$ cat config.mk
export PLATFORM = sky130hd
export DESIGN_NAME = core_rst_seq
export DESIGN_NICKNAME = d
export VERILOG_FILES = /design/src/rtl/core_rst_seq_pkg.sv /design/src/rtl/core_rst_seq_sync.sv /design/src/rtl/core_rst_seq.sv
export SDC_FILE = /design/constraint.sdc
export NUM_CORES = 1
export LEC_CHECK = 0
export BUFFER_PORTS_ARGS = -buffer_cell sky130_fd_sc_hd__buf_2
export CORE_UTILIZATION = 50
export CTS_BUF_LIST = sky130_fd_sc_hd__clkbuf_2 sky130_fd_sc_hd__clkbuf_4 sky130_fd_sc_hd__clkbuf_8
export DETAILED_ROUTE_END_ITERATION = 10
export PLACE_DENSITY = 0.69
export SLEW_MARGIN = 0
export SYNTH_ARGS = -nofsm -noshare
export SYNTH_HDL_FRONTEND = slang
export SYNTH_SLANG_ARGS = --single-unit
$ cat constraint.sdc
create_clock -name pclk -period 2.3 [get_ports pclk]
set_input_delay 0.23 -clock pclk [delete_from_list [all_inputs] [get_ports pclk]]
set_output_delay 0.23 -clock pclk [all_outputs]
set_load 0.05 [all_outputs]
$ cat src/rtl/core_rst_seq_pkg.sv
// Shared types for the staged bus/core reset sequencer.
// Optional input synchronisers are enabled by CORE_RST_SEQ_SYNC_EN.
package core_rst_seq_pkg;

    typedef enum logic [2:0] {
        ASSERT,
        HOLD_SW,
        BUS_REL,
        RUN,
        QUIESCE
    } state_e;

    typedef enum logic [1:0] {
        CAUSE_POR = 2'd0,
        CAUSE_SW  = 2'd1,
        CAUSE_WDT = 2'd2
    } rst_cause_e;

    // Only the settled states report idle to software
    function automatic logic is_busy(input state_e s);
        return !(s == RUN || s == HOLD_SW);
    endfunction

endpackage

$ cat src/rtl/core_rst_seq_sync.sv
// Single-bit two-flop synchroniser with a configurable reset value.
// Used only when CORE_RST_SEQ_SYNC_EN is defined.
module sync_2ff #(
    parameter logic RST_VAL = 1'b0
) (
    input  logic clk_i,
    input  logic rst_ni,
    input  logic d_i,
    output logic q_o
);

    logic meta_q;
    logic sync_q;

    always_ff @(posedge clk_i or negedge rst_ni) begin
        if (!rst_ni) begin
            meta_q <= RST_VAL;
            sync_q <= RST_VAL;
        end else begin
            meta_q <= d_i;
            sync_q <= meta_q;
        end
    end

    assign q_o = sync_q;

endmodule

$ cat src/rtl/core_rst_seq.sv
// Staged reset sequencer: quiesce, hold, release bus, then release core.
// Define CORE_RST_SEQ_SYNC_EN to synchronise sw_rstn/wdt_rst/core_idle.
module core_rst_seq
    import core_rst_seq_pkg::*;
#(
    parameter int HOLD_CYC = 16,
    parameter int GAP_CYC  = 8,
    parameter int QTMO_CYC = 64,
    parameter int CNT_W    = 8
) (
    input  logic       pclk,
    input  logic       presetn,
    input  logic       sw_rstn,
    input  logic       wdt_rst,
    input  logic       core_idle,
    output logic       quiesce_req,
    output logic       bus_rstn,
    output logic       core_rstn_o,
    output logic       rst_busy,
    output logic [1:0] rst_cause
);

    localparam logic [CNT_W-1:0] HOLD_LD = CNT_W'(HOLD_CYC - 1);
    localparam logic [CNT_W-1:0] GAP_LD  = CNT_W'(GAP_CYC - 1);
    localparam logic [CNT_W-1:0] QTMO_LD = CNT_W'(QTMO_CYC - 1);

    logic sw_v;
    logic wdt_v;
    logic idle_v;

`ifdef CORE_RST_SEQ_SYNC_EN
    logic sw_s;
    logic wdt_s;
    logic idle_s;
    logic wdt_prev_q;

    sync_2ff #(.RST_VAL(1'b0)) u_sync_sw (
        .clk_i  (pclk),
        .rst_ni (presetn),
        .d_i    (sw_rstn),
        .q_o    (sw_s)
    );

    sync_2ff #(.RST_VAL(1'b0)) u_sync_wdt (
        .clk_i  (pclk),
        .rst_ni (presetn),
        .d_i    (wdt_rst),
        .q_o    (wdt_s)
    );

    sync_2ff #(.RST_VAL(1'b0)) u_sync_idle (
        .clk_i  (pclk),
        .rst_ni (presetn),
        .d_i    (core_idle),
        .q_o    (idle_s)
    );

    // Watchdog arrives as a level here; act once on its rising edge
    always_ff @(posedge pclk or negedge presetn) begin
        if (!presetn) begin
            wdt_prev_q <= 1'b0;
        end else begin
            wdt_prev_q <= wdt_s;
        end
    end

    assign sw_v   = sw_s;
    assign wdt_v  = wdt_s & ~wdt_prev_q;
    assign idle_v = idle_s;
`else
    assign sw_v   = sw_rstn;
    assign wdt_v  = wdt_rst;
    assign idle_v = core_idle;
`endif

    state_e           state_q, state_d;
    logic [CNT_W-1:0] cnt_q, cnt_d;
    rst_cause_e       cause_q, cause_d;
    logic             bus_q, bus_d;
    logic             core_q, core_d;
    logic             quiesce_q, quiesce_d;
    logic             busy_q, busy_d;
    logic             cnt_zero;

    assign cnt_zero = (cnt_q == '0);

    always_comb begin
        state_d = state_q;
        cause_d = cause_q;
        cnt_d   = cnt_zero ? cnt_q : cnt_q - 1'b1;

        unique case (state_q)
            ASSERT: begin
                if (wdt_v) begin
                    cnt_d   = HOLD_LD;
                    cause_d = CAUSE_WDT;
                end else if (cnt_zero) begin
                    if (!sw_v) begin
                        state_d = HOLD_SW;
                    end else begin
                        state_d = BUS_REL;
                        cnt_d   = GAP_LD;
                    end
                end
            end
            HOLD_SW: begin
                if (wdt_v) begin
                    state_d = ASSERT;
                    cnt_d   = HOLD_LD;
                    cause_d = CAUSE_WDT;
                end else if (sw_v) begin
                    state_d = BUS_REL;
                    cnt_d   = GAP_LD;
                end
            end
            BUS_REL: begin
                // Core has not run yet, so no quiesce on abort
                if (wdt_v) begin
                    state_d = ASSERT;
                    cnt_d   = HOLD_LD;
                    cause_d = CAUSE_WDT;
                end else if (!sw_v) begin
                    state_d = ASSERT;
                    cnt_d   = HOLD_LD;
                    cause_d = CAUSE_SW;
                end else if (cnt_zero) begin
                    state_d = RUN;
                end
            end
            RUN: begin
                if (wdt_v) begin
                    state_d = ASSERT;
                    cnt_d   = HOLD_LD;
                    cause_d = CAUSE_WDT;
                end else if (!sw_v) begin
                    state_d = QUIESCE;
                    cnt_d   = QTMO_LD;
                    cause_d = CAUSE_SW;
                end
            end
            QUIESCE: begin
                if (wdt_v) begin
                    state_d = ASSERT;
                    cnt_d   = HOLD_LD;
                    cause_d = CAUSE_WDT;
                end else if (idle_v || cnt_zero) begin
                    state_d = ASSERT;
                    cnt_d   = HOLD_LD;
                end
            end
            default: begin
                state_d = ASSERT;
                cnt_d   = HOLD_LD;
            end
        endcase
    end

    // Outputs are decoded from the next state so they leave as flops
    always_comb begin
        bus_d     = (state_d == BUS_REL) || (state_d == RUN);
        core_d    = (state_d == RUN);
        quiesce_d = (state_d == QUIESCE);
        busy_d    = is_busy(state_d);
    end

    always_ff @(posedge pclk or negedge presetn) begin
        if (!presetn) begin
            state_q   <= ASSERT;
            cnt_q     <= HOLD_LD;
            cause_q   <= CAUSE_POR;
            bus_q     <= 1'b0;
            core_q    <= 1'b0;
            quiesce_q <= 1'b0;
            busy_q    <= 1'b1;
        end else begin
            state_q   <= state_d;
            cnt_q     <= cnt_d;
            cause_q   <= cause_d;
            bus_q     <= bus_d;
            core_q    <= core_d;
            quiesce_q <= quiesce_d;
            busy_q    <= busy_d;
        end
    end

    assign bus_rstn    = bus_q;
    assign core_rstn_o = core_q;
    assign quiesce_req = quiesce_q;
    assign rst_busy    = busy_q;
    assign rst_cause   = cause_q;

endmodule

==> out/results.tsv <==
metric	value	unit
die height	47.1	µm
Vias/cell	5.97	
outcome	finished, final reports clean	
combinational share of power	0.106	
Die Footprint	2220	µm²
Worst Hold Class	in2reg	
Startpoint Class	register	
GP Congestion	0.879	
# port buffers	10	
final period utilization	0.850	
Final Hold Vio Count	0	
post-synthesis async set-or-reset flop share	1.00	
vias in the first global route	782	
# IOs	11	
dpl hpwl	1570	µm
setup TNS	0	ns
H-Tree Depth	1	
Sw Share	0.254	
Clock Skew	0.00150	ns
FMAX	0.512	GHz
post-synth net total	119	
Congestion Overflow GR	0	
cell-internal power	0.000410	W
unrepaired setup endpoints after global routing	false	
total CTS buffers	3	
worst path required time	2.50	ns
final setup fails	0	
critical path class	reg2reg	
Initial Util	0.559	
FP Rows	15	
Slew Limit Fails	0	
final net count	130	
CP cell instances	inv_1, ha_1, nor3b_1, and2_1, o32ai_1, o211ai_1	
relative slew slack	0.623	
Core ar.	1820	µm²
largest net degree at the start of global routing	19	
global-route wire length before repair	3440	µm
Cells after Synth	113	
via count	883	
mapped cell area	1020	µm²
pwr dens	491	nW/µm²
commonest cells after routing, fill and taps aside	nor2_1, dfrtp_1, nand2_1, buf_2, a21oi_1	
# diodes	0	
Sw Pwr	0.000140	W
sequential area share after synthesis	0.424	
final WL	2190	µm
critical path peak fanout	5	
Worst-path clk slew	0.10	ns
DRC viols	0	
sequential share of power	0.570	
Post-synth top flop	dfrtp_1	
drt pass-1 iters	4	
Crit. End Element	register	
Warnings, synthesis	0	
Max stage delay on crit path	0.55	ns
slew at the pin closest to its max-slew limit	0.564	ns
root buffer cell	clkbuf_4	
Lkg Pwr	0.492	nW
initial antenna violation count	0	
slowest CP cell	dfstp_2	
Finished Layout Cells	148	
later-pin clock latency in the skew report	0.29	ns
Mapped Avg Cell Area	9.01	µm²
Peak VDD IR	0.000316	V
clock sinks	17	
initial drt markers	36	
EDFF count, synth	0	
Clk pwr share	0.325	
postcts setup bufs	0	
fillers	165	
placed instance count	143	
number of max-cap violations	0	
layout cell share with drive strength beyond 1	0.195	
post-layout minimum cycle time	1.95	ns
Die Wd	47.1	µm
critical path data arrival time	2.15	ns
Design Area, Final	1120	µm²
area grow syn2layout	9.95	%
total track usage	0.222	
Max clock buf depth	2	
antenna-violating nets left	0	
Netlist cell types	41	
DP Area	1080	µm²
WL per Instance	14.8	µm
CTS tree	yes	
Yosys reg bits	17	
final timing paths:
path	startpoint	to	slack, ns	cells past startpoint
hold / removal	core_idle	quiesce_req	0.18	2
max in group asynchronous	presetn	cnt_q[0]	1.62	2
min in group asynchronous	presetn	cnt_q[5]	0.37	2
setup / recovery	cnt_q[0]	cnt_q[0]	0.35	6
setup reg to reg	cnt_q[0]	cnt_q[0]	0.35	6
hold reg to reg	rst_cause[0]	rst_cause[0]	0.48	1
per-layer routing:
metal | vias up | track usage | wire length, µm
met5 | - | 0 | 0
met2 | 22 | 0.367 | 1010
met1 | 425 | 0.294 | 1060
li1 | 430 | - | -
met4 | 0 | 0.0857 | 42
met3 | 6 | 0.0346 | 76
critical path: cells and delay by family (launching register included):
| kind | cells | cell delay [ns] |
|---|---|---|
| simple gates | 2 | 0.41 |
| fa+ha+maj | 1 | 0.22 |
| flops | 1 | 0.55 |
| buf+inv | 1 | 0.07 |
| compound gates | 2 | 0.60 |
cell families (layout without fill, tap and decap cells):
logic type	after synthesis	after routing	synth area share
mux	3	3	0.0307
xor+xnor	3	3	0.0258
fa+ha+maj	1	1	0.0123
buf+inv	11	21	0.0418
compound gates	35	35	0.231
simple gates	43	43	0.235
flops	17	17	0.424
metrics by stage:
stage | utilization | total power (W) | setup slack, ns | hold WS (ns)
after floorplan | - | 0.000353 | 0.601 | -0.0656
after global placement | 0.593 | 0.000372 | 0.484 | 0.166
after detailed placement | 0.593 | 0.000374 | 0.378 | 0.180
after CTS | 0.615 | 0.000548 | 0.340 | 0.176
after global routing | 0.615 | 0.000565 | 0.188 | 0.189
final | 0.615 | 0.000549 | 0.346 | 0.177
layout make-up:
type                            count  area, µm²  share of cell area
Inverter                            6       22.5              0.0201
Tap cell                           25       31.3              0.0279
Multi-Input combinational cell     85        544               0.486
Sequential cell                    17        432               0.385
Timing Repair Buffer               11       60.1              0.0536
Clock buffer                        4       30.0              0.0268
sequential cells by signal, indices dropped and copies added (netlist names):
register	count
state_q	3
core_rstn_o	1
cnt_q	8
bus_rstn	1
rst_busy	1
quiesce_req	1
rst_cause	2
Yosys cell counts (2+ instances only):
master | count | area (µm²)
nor2b_1 | 2 | 12.5
o211ai_1 | 4 | 30.0
dfrtp_1 | 12 | 300
a21o_1 | 2 | 15.0
nand2b_1 | 4 | 25.0
nor2_1 | 12 | 45.0
clkbuf_1 | 4 | 15.0
dfstp_2 | 5 | 131
mux2i_1 | 2 | 20.0
a21oi_1 | 9 | 45.0
a211oi_1 | 3 | 22.5
o21ai_0 | 6 | 30.0
xor2_1 | 2 | 17.5
o41ai_1 | 2 | 17.5
o31ai_1 | 2 | 15.0
inv_1 | 6 | 22.5
nand2_1 | 10 | 37.5
nor3_1 | 3 | 15.0
what timing repair did:
action / CTS / global route
setup endpoints to repair: 0 / 0
gates resized for setup: 0 / 0
hold endpoints to repair: 12 / 0
hold buffers: 1 / 0
power by group through the flow:
stage / registers (W) / logic (W) / clock network (W)
detailed placement: 0.000318 / 0.0000558 / 0
finish: 0.000313 / 0.0000581 / 0.000178
floorplan: 0.000317 / 0.0000360 / 0
global route: 0.000314 / 0.0000646 / 0.000187
CTS: 0.000313 / 0.0000577 / 0.000178
global placement: 0.000318 / 0.0000542 / 0
No activity file was read; power rests on OpenSTA's default activity.
